--- config.mk ---
export PLATFORM = sky130hd
export DESIGN_NAME = gpr_file_sb
export DESIGN_NICKNAME = d
export VERILOG_FILES = /design/src/rtl/gpr_file_sb.sv
export SDC_FILE = /design/constraint.sdc
export NUM_CORES = 1
export LEC_CHECK = 0
export CAP_MARGIN = 20
export CORE_MARGIN = 2
export CORE_UTILIZATION = 53
export CTS_CLUSTER_SIZE = 40
export DETAILED_ROUTE_END_ITERATION = 8
export DONT_BUFFER_PORTS = 1
export HOLD_SLACK_MARGIN = 0.1
export PLACE_DENSITY_LB_ADDON = 0.08
export SLEW_MARGIN = 20
export SYNTH_ARGS = -nofsm -noshare
export SYNTH_HDL_FRONTEND = slang
export SYNTH_SLANG_ARGS = --single-unit
--- constraint.sdc ---
create_clock -name clk -period 7.6 [get_ports clk]
set_input_delay 2.28 -clock clk [delete_from_list [all_inputs] [get_ports clk]]
set_output_delay 2.28 -clock clk [all_outputs]
set_load 0.005 [all_outputs]
--- src/rtl/gpr_file_sb.sv ---
// gpr_file_sb: general-purpose register file with two combinational read
// ports, one registered write port, optional write-to-read bypass, a
// per-register pending-write scoreboard and a sequenced bulk-clear sweep.
// Addresses with the MSB set belong to the peripheral space and never hit.
module gpr_file_sb #(
   parameter int WIDTH  = 8,
   parameter int DEPTH  = 8,
   parameter int ADDR_W = 4,
   parameter int BYPASS = 1
) (
   input  logic              clk,
   input  logic              rst_n,
   input  logic [ADDR_W-1:0] rd_addr1,
   input  logic [ADDR_W-1:0] rd_addr2,
   output logic [WIDTH-1:0]  rd_data1,
   output logic [WIDTH-1:0]  rd_data2,
   output logic              rd_hit1,
   output logic              rd_hit2,
   output logic              rd_busy1,
   output logic              rd_busy2,
   input  logic              wr_en,
   input  logic [ADDR_W-1:0] wr_addr,
   input  logic [WIDTH-1:0]  wr_data,
   input  logic              rsv_en,
   input  logic [ADDR_W-1:0] rsv_addr,
   output logic              rsv_ok,
   output logic [DEPTH-1:0]  busy_vec,
   input  logic              clr_req,
   output logic              clr_busy
);

   localparam int IDX_W = (DEPTH > 1) ? $clog2(DEPTH) : 1;
   localparam logic [ADDR_W-1:0] DEPTH_A  = ADDR_W'(DEPTH);
   localparam logic [IDX_W-1:0]  LAST_IDX = IDX_W'(DEPTH - 1);

   typedef enum logic {
      IDLE,
      SWEEP
   } state_t;

   state_t           state;
   logic [IDX_W-1:0] idx;
   logic [WIDTH-1:0] mem [DEPTH];

   logic [IDX_W-1:0] rd_idx1;
   logic [IDX_W-1:0] rd_idx2;
   logic [IDX_W-1:0] wr_idx;
   logic [IDX_W-1:0] rsv_idx;
   logic             wr_ok;

   // An address is a GPR when it is outside the peripheral space and below DEPTH.
   function automatic logic in_range(input logic [ADDR_W-1:0] a);
      return (a[ADDR_W-1] == 1'b0) && ({1'b0, a[ADDR_W-2:0]} < DEPTH_A);
   endfunction

   assign rd_idx1 = rd_addr1[IDX_W-1:0];
   assign rd_idx2 = rd_addr2[IDX_W-1:0];
   assign wr_idx  = wr_addr[IDX_W-1:0];
   assign rsv_idx = rsv_addr[IDX_W-1:0];

   assign rd_hit1 = in_range(rd_addr1);
   assign rd_hit2 = in_range(rd_addr2);

   // Writes and reservations are locked out for the whole sweep.
   assign wr_ok  = wr_en & in_range(wr_addr) & ~clr_busy;
   assign rsv_ok = rsv_en & in_range(rsv_addr) & ~busy_vec[rsv_idx] & ~clr_busy;

   // Busy reflects registered scoreboard state only; bypass never masks it.
   assign rd_busy1 = rd_hit1 & busy_vec[rd_idx1];
   assign rd_busy2 = rd_hit2 & busy_vec[rd_idx2];

   // Read port 1: zero on a miss, forwarded write data on a same-cycle hit.
   always_comb begin
      // NOTE: every combinational output gets a default first so no path leaves it unassigned (no latch).
      rd_data1 = '0;
      if (rd_hit1) begin
         if ((BYPASS != 0) && wr_ok && (wr_addr == rd_addr1)) begin
            rd_data1 = wr_data;
         end else begin
            rd_data1 = mem[rd_idx1];
         end
      end
   end

   // Read port 2: same selection as port 1.
   always_comb begin
      rd_data2 = '0;
      if (rd_hit2) begin
         if ((BYPASS != 0) && wr_ok && (wr_addr == rd_addr2)) begin
            rd_data2 = wr_data;
         end else begin
            rd_data2 = mem[rd_idx2];
         end
      end
   end

   // Clear sequencer: IDLE waits for clr_req, SWEEP walks idx 0..DEPTH-1 once.
   always_ff @(posedge clk or negedge rst_n) begin
      // NOTE: sequential state uses non-blocking assignments so every register samples pre-edge values.
      if (!rst_n) begin
         state    <= IDLE;
         idx      <= '0;
         clr_busy <= 1'b0;
      end else begin
         case (state)
            IDLE: begin
               if (clr_req) begin
                  state    <= SWEEP;
                  idx      <= '0;
                  clr_busy <= 1'b1;
               end
            end
            SWEEP: begin
               if (idx == LAST_IDX) begin
                  state    <= IDLE;
                  idx      <= '0;
                  clr_busy <= 1'b0;
               end else begin
                  idx <= idx + IDX_W'(1);
               end
            end
            default: begin
               state    <= IDLE;
               idx      <= '0;
               clr_busy <= 1'b0;
            end
         endcase
      end
   end

   // Register storage and scoreboard: sweep clear, else write then reservation.
   always_ff @(posedge clk or negedge rst_n) begin
      if (!rst_n) begin
         // NOTE: the array is reset explicitly because reset must zero every GPR, which forces flops rather than RAM.
         for (int i = 0; i < DEPTH; i++) begin
            mem[i] <= '0;
         end
         busy_vec <= '0;
      end else if (clr_busy) begin
         mem[idx]      <= '0;
         busy_vec[idx] <= 1'b0;
      end else begin
         if (wr_ok) begin
            mem[wr_idx]      <= wr_data;
            busy_vec[wr_idx] <= 1'b0;
         end
         // A same-cycle reservation is a new pending writer and overrides the clear above.
         if (rsv_ok) begin
            busy_vec[rsv_idx] <= 1'b1;
         end
      end
   end

endmodule

==> impl_metrics.csv <==
group,metric,value,unit
cells_and_area,num-fill-cells,720,
yosys,yosysSeqAreaShare,0.4185,
cells_and_area,seq_area,0.001927,mm²
global_routing,grt_pass1_wl,20670,µm
worst_setup_path,ff2ff_setup_slack,5.24,ns
timing,rsz0062_at_grt,"no",
worst_setup_path,crit_chain,"nor4b_2 > nand4_1 > o21ai_0 > a21oi_1",
yosys,avgSynthCellArea,12.68,µm²
cts,cts_hold_buf,0,
pwr,comb_power_share,0.274,
worst_setup_path,end_kind,"primary output",
worst_setup_path,crit_cells,4,
yosys,synth_ff_type,"dfrtp_1",
worst_setup_path,rr_endpoint,"mem[49]$_DFFE_PN0P_",
timing,fin_worst_skew,0.009927,ns
worst_setup_path,critical_path_class,"primary input to primary output",
yosys,ys_types,47,
worst_setup_path,cp_max_fo,16,
run_status,status,"complete, no violations",
worst_setup_path,cp_top_family,"simple AND/OR/NAND/NOR gates",
cts,cts_htree_levels,3,
pwr,power_per_cell_area,273.4,mW/mm²
routing,avgViaCountPerCell,7.303,
timing,relSlewSlack,0.2341,
yosys,synth_top_area_cell,"dfrtp_1",
cts,cts_resized,0,
routing,drt_iter0_drc,337,
pwr,p_sw,0.0004371,W
hold_path,hold_path_depth,1,
cts,cts_buffers,9,
worst_setup_path,required,5.32,ns
global_routing,grt_pass1_vias,3418,
routing,wl_per_cell,28.32,µm
routing,drc,0,
yosys,synth_top_area_share,0.4185,
cts,clkTransAtPathRegs,0.08,ns
timing,fin_setup_tns,0,ns
die,fp-row-count,34,
yosys,ys_ff_latch,77,
routing,drt_first_pass_iters,4,
timing,setup_violations,0,
worst_setup_path,critPathBufInv,0,
routing,vias,3345,
die,die_height,97.21,µm
placed_design,hpwl,8445,µm
timing,timing.hold.ws,0.5228,ns
worst_setup_path,cpPeakStageDelay,0.59,ns
timing,hold_violations,0,
routing,postRouteAntennaNets,0,
global_routing,antenna_found_initial,0,
worst_setup_path,start_kind,"primary input",
cts,clock_path_buffers,2,
placed_design,io_buffers,0,
pwr,internal_power,0.0008808,W
cells_and_area,n_antenna_cell,0,
yosys,synth-edff-count,0,
yosys,syn-num-nets,394,
worst_setup_path,arrival,3.63,ns
die,initial_core_util,0.5385,
yosys,ys_async_sr_fraction,1.000,
hold_path,hp-class,"flop to flop",
global_routing,grt_usage,0.2874,
die,die_w,97.21,µm
timing,tightest_slew,1.147,ns
pwr,clkPwrFrac,0.271,
yosys,ys_warn_count,0,
die,dieArea,0.009449,mm²
job,maxCapViolCount,0,
die,pin_count,59,
worst_setup_path,worstSetupStartpoint,"rd_addr2[3]",
pwr,p_leak,1.998,nW
cts,cts_root_buf,"clkbuf_8",
pwr,p_seq_frac,0.455,
cts,insertion_delay,0.35,ns
timing,period_needed,5.912,ns
die,core_area,0.008551,mm²
yosys,synth_area,0.004604,mm²
worst_setup_path,endpoint,"rd_data2[1]",
cts,post_cts_buffers,0,
cells_and_area,areaGrowthSynthToFinish,4.674,%
timing,drv_slew,0,
global_routing,grt_start_max_net_pins,78,
yosys,syn_inst,363,
worst_setup_path,cp_slowest_cell,"nand4_1",
cells_and_area,multi_input_area,0.002496,mm²
timing,timing.final.crit_share,0.7779,
yosys,synth.area.top_cells,"dfrtp_1, mux4_2, a22o_1",
pwr,p_sw_frac,0.3317,
routing,routed_wl,12970,µm
worst_setup_path,reg2reg_depth,5,
global_routing,gr-total-overflow,0,
cells_and_area,nets,376,
worst_setup_path,r2r-start,"clr_busy$_DFFE_PN0P_",
cells_and_area,drive_gt1_frac,0.2171,
timing,max_clock_freq,169.2,MHz
placed_design,globalplace.congestion,0.7804,
pwr,ir_worst_vdd,0.1426,mV
cts,cts.sinks,77,
cts,cts_tree,"yes",
cell usage in the layout (no fill, tap or decap), drive strengths merged, types with 4 or more instances in the layout:
master / count
a21oi: 26
a22o: 64
a2bb2oi: 4
a31oi: 4
clkbuf: 11
dfrtp: 77
inv: 9
mux2i: 20
mux4: 36
nand2: 12
nand2b: 5
nor2: 8
nor2b: 5
nor3: 5
nor3b: 4
nor4b: 4
o21ai: 22
xnor2: 6
Yosys cell counts, types with 5 or more instances:
cell type  instances
o21ai_0           22
mux4_2            36
a22o_1            64
buf_2             13
a21oi_1           23
nor2_1             7
inv_1              8
nand2_1           12
mux2i_1           20
buf_1              8
xnor2_1            6
nor2b_1            5
dfrtp_1           77
state kept, by name, summed over array words and instances (netlist names):
| register | count |
|---|---|
| state | 1 |
| mem | 64 |
| clr_busy | 1 |
| idx | 3 |
| busy_vec | 8 |
worst min path at each step:
stage	start	to	slack, ns
after detailed placement	mem[11]$_DFFE_PN0P_	mem[11]$_DFFE_PN0P_	0.50
after CTS	mem[24]$_DFFE_PN0P_	mem[24]$_DFFE_PN0P_	0.52
after global placement	mem[8]$_DFFE_PN0P_	mem[8]$_DFFE_PN0P_	0.49
after global routing	mem[19]$_DFFE_PN0P_	mem[19]$_DFFE_PN0P_	0.53
after floorplan	mem[50]$_DFFE_PN0P_	mem[50]$_DFFE_PN0P_	0.48
final	state$_DFF_PN0_	clr_busy$_DFFE_PN0P_	0.52
per-stage QoR:
stage | util | setup slack, ns | instance area [µm²] | power [W] | instances
2_1_floorplan | - | 1.870 | 4604 | 0.0008838 | 363
3_3_place_gp | 0.5375 | 1.724 | 4596 | 0.0009513 | 442
3_5_place_dp | 0.5375 | 1.721 | 4596 | 0.0009632 | 442
4_1_cts | 0.5637 | 1.714 | 4820 | 0.001318 | 458
5_1_grt | 0.5637 | 1.451 | 4820 | 0.001383 | 458
6_report | 0.5637 | 1.688 | 4820 | 0.001318 | 458
cell families (layout without fill, tap and decap cells):
logic type      count (synthesis)  after routing  synth area share
compound gates                128            128            0.2125
flops                          77             77            0.4185
mux                            58             58            0.2245
simple gates                   54             54           0.08832
buf+inv                        38             25           0.03940
xor+xnor                        6              6           0.01141
fa+ha+maj                       2              2          0.005434
cell type report:
class / instances / area share
Timing Repair Buffer: 1 / 0.001558
Sequential cell: 77 / 0.3998
Clock buffer: 11 / 0.02934
Tap cell: 108 / 0.02804
Clock inverter: 5 / 0.01713
Multi-Input combinational cell: 248 / 0.5179
Inverter: 8 / 0.006231
power groups by stage:
stage | combinational [W] | sequential, W | clock (W)
global placement | 0.000351 | 0.000600 | 0
floorplan | 0.000318 | 0.000566 | 0
detailed placement | 0.000358 | 0.000605 | 0
global route | 0.000390 | 0.000613 | 0.000379
finish | 0.000361 | 0.000600 | 0.000357
CTS | 0.000361 | 0.000599 | 0.000358
routing by layer:
metal,global-route usage,share of wire
met4,0.08667,0.019
met1,0.4245,0.43
met5,0,0
met2,0.4295,0.47
met3,0.06403,0.088
(Power assumes the default switching activity.)
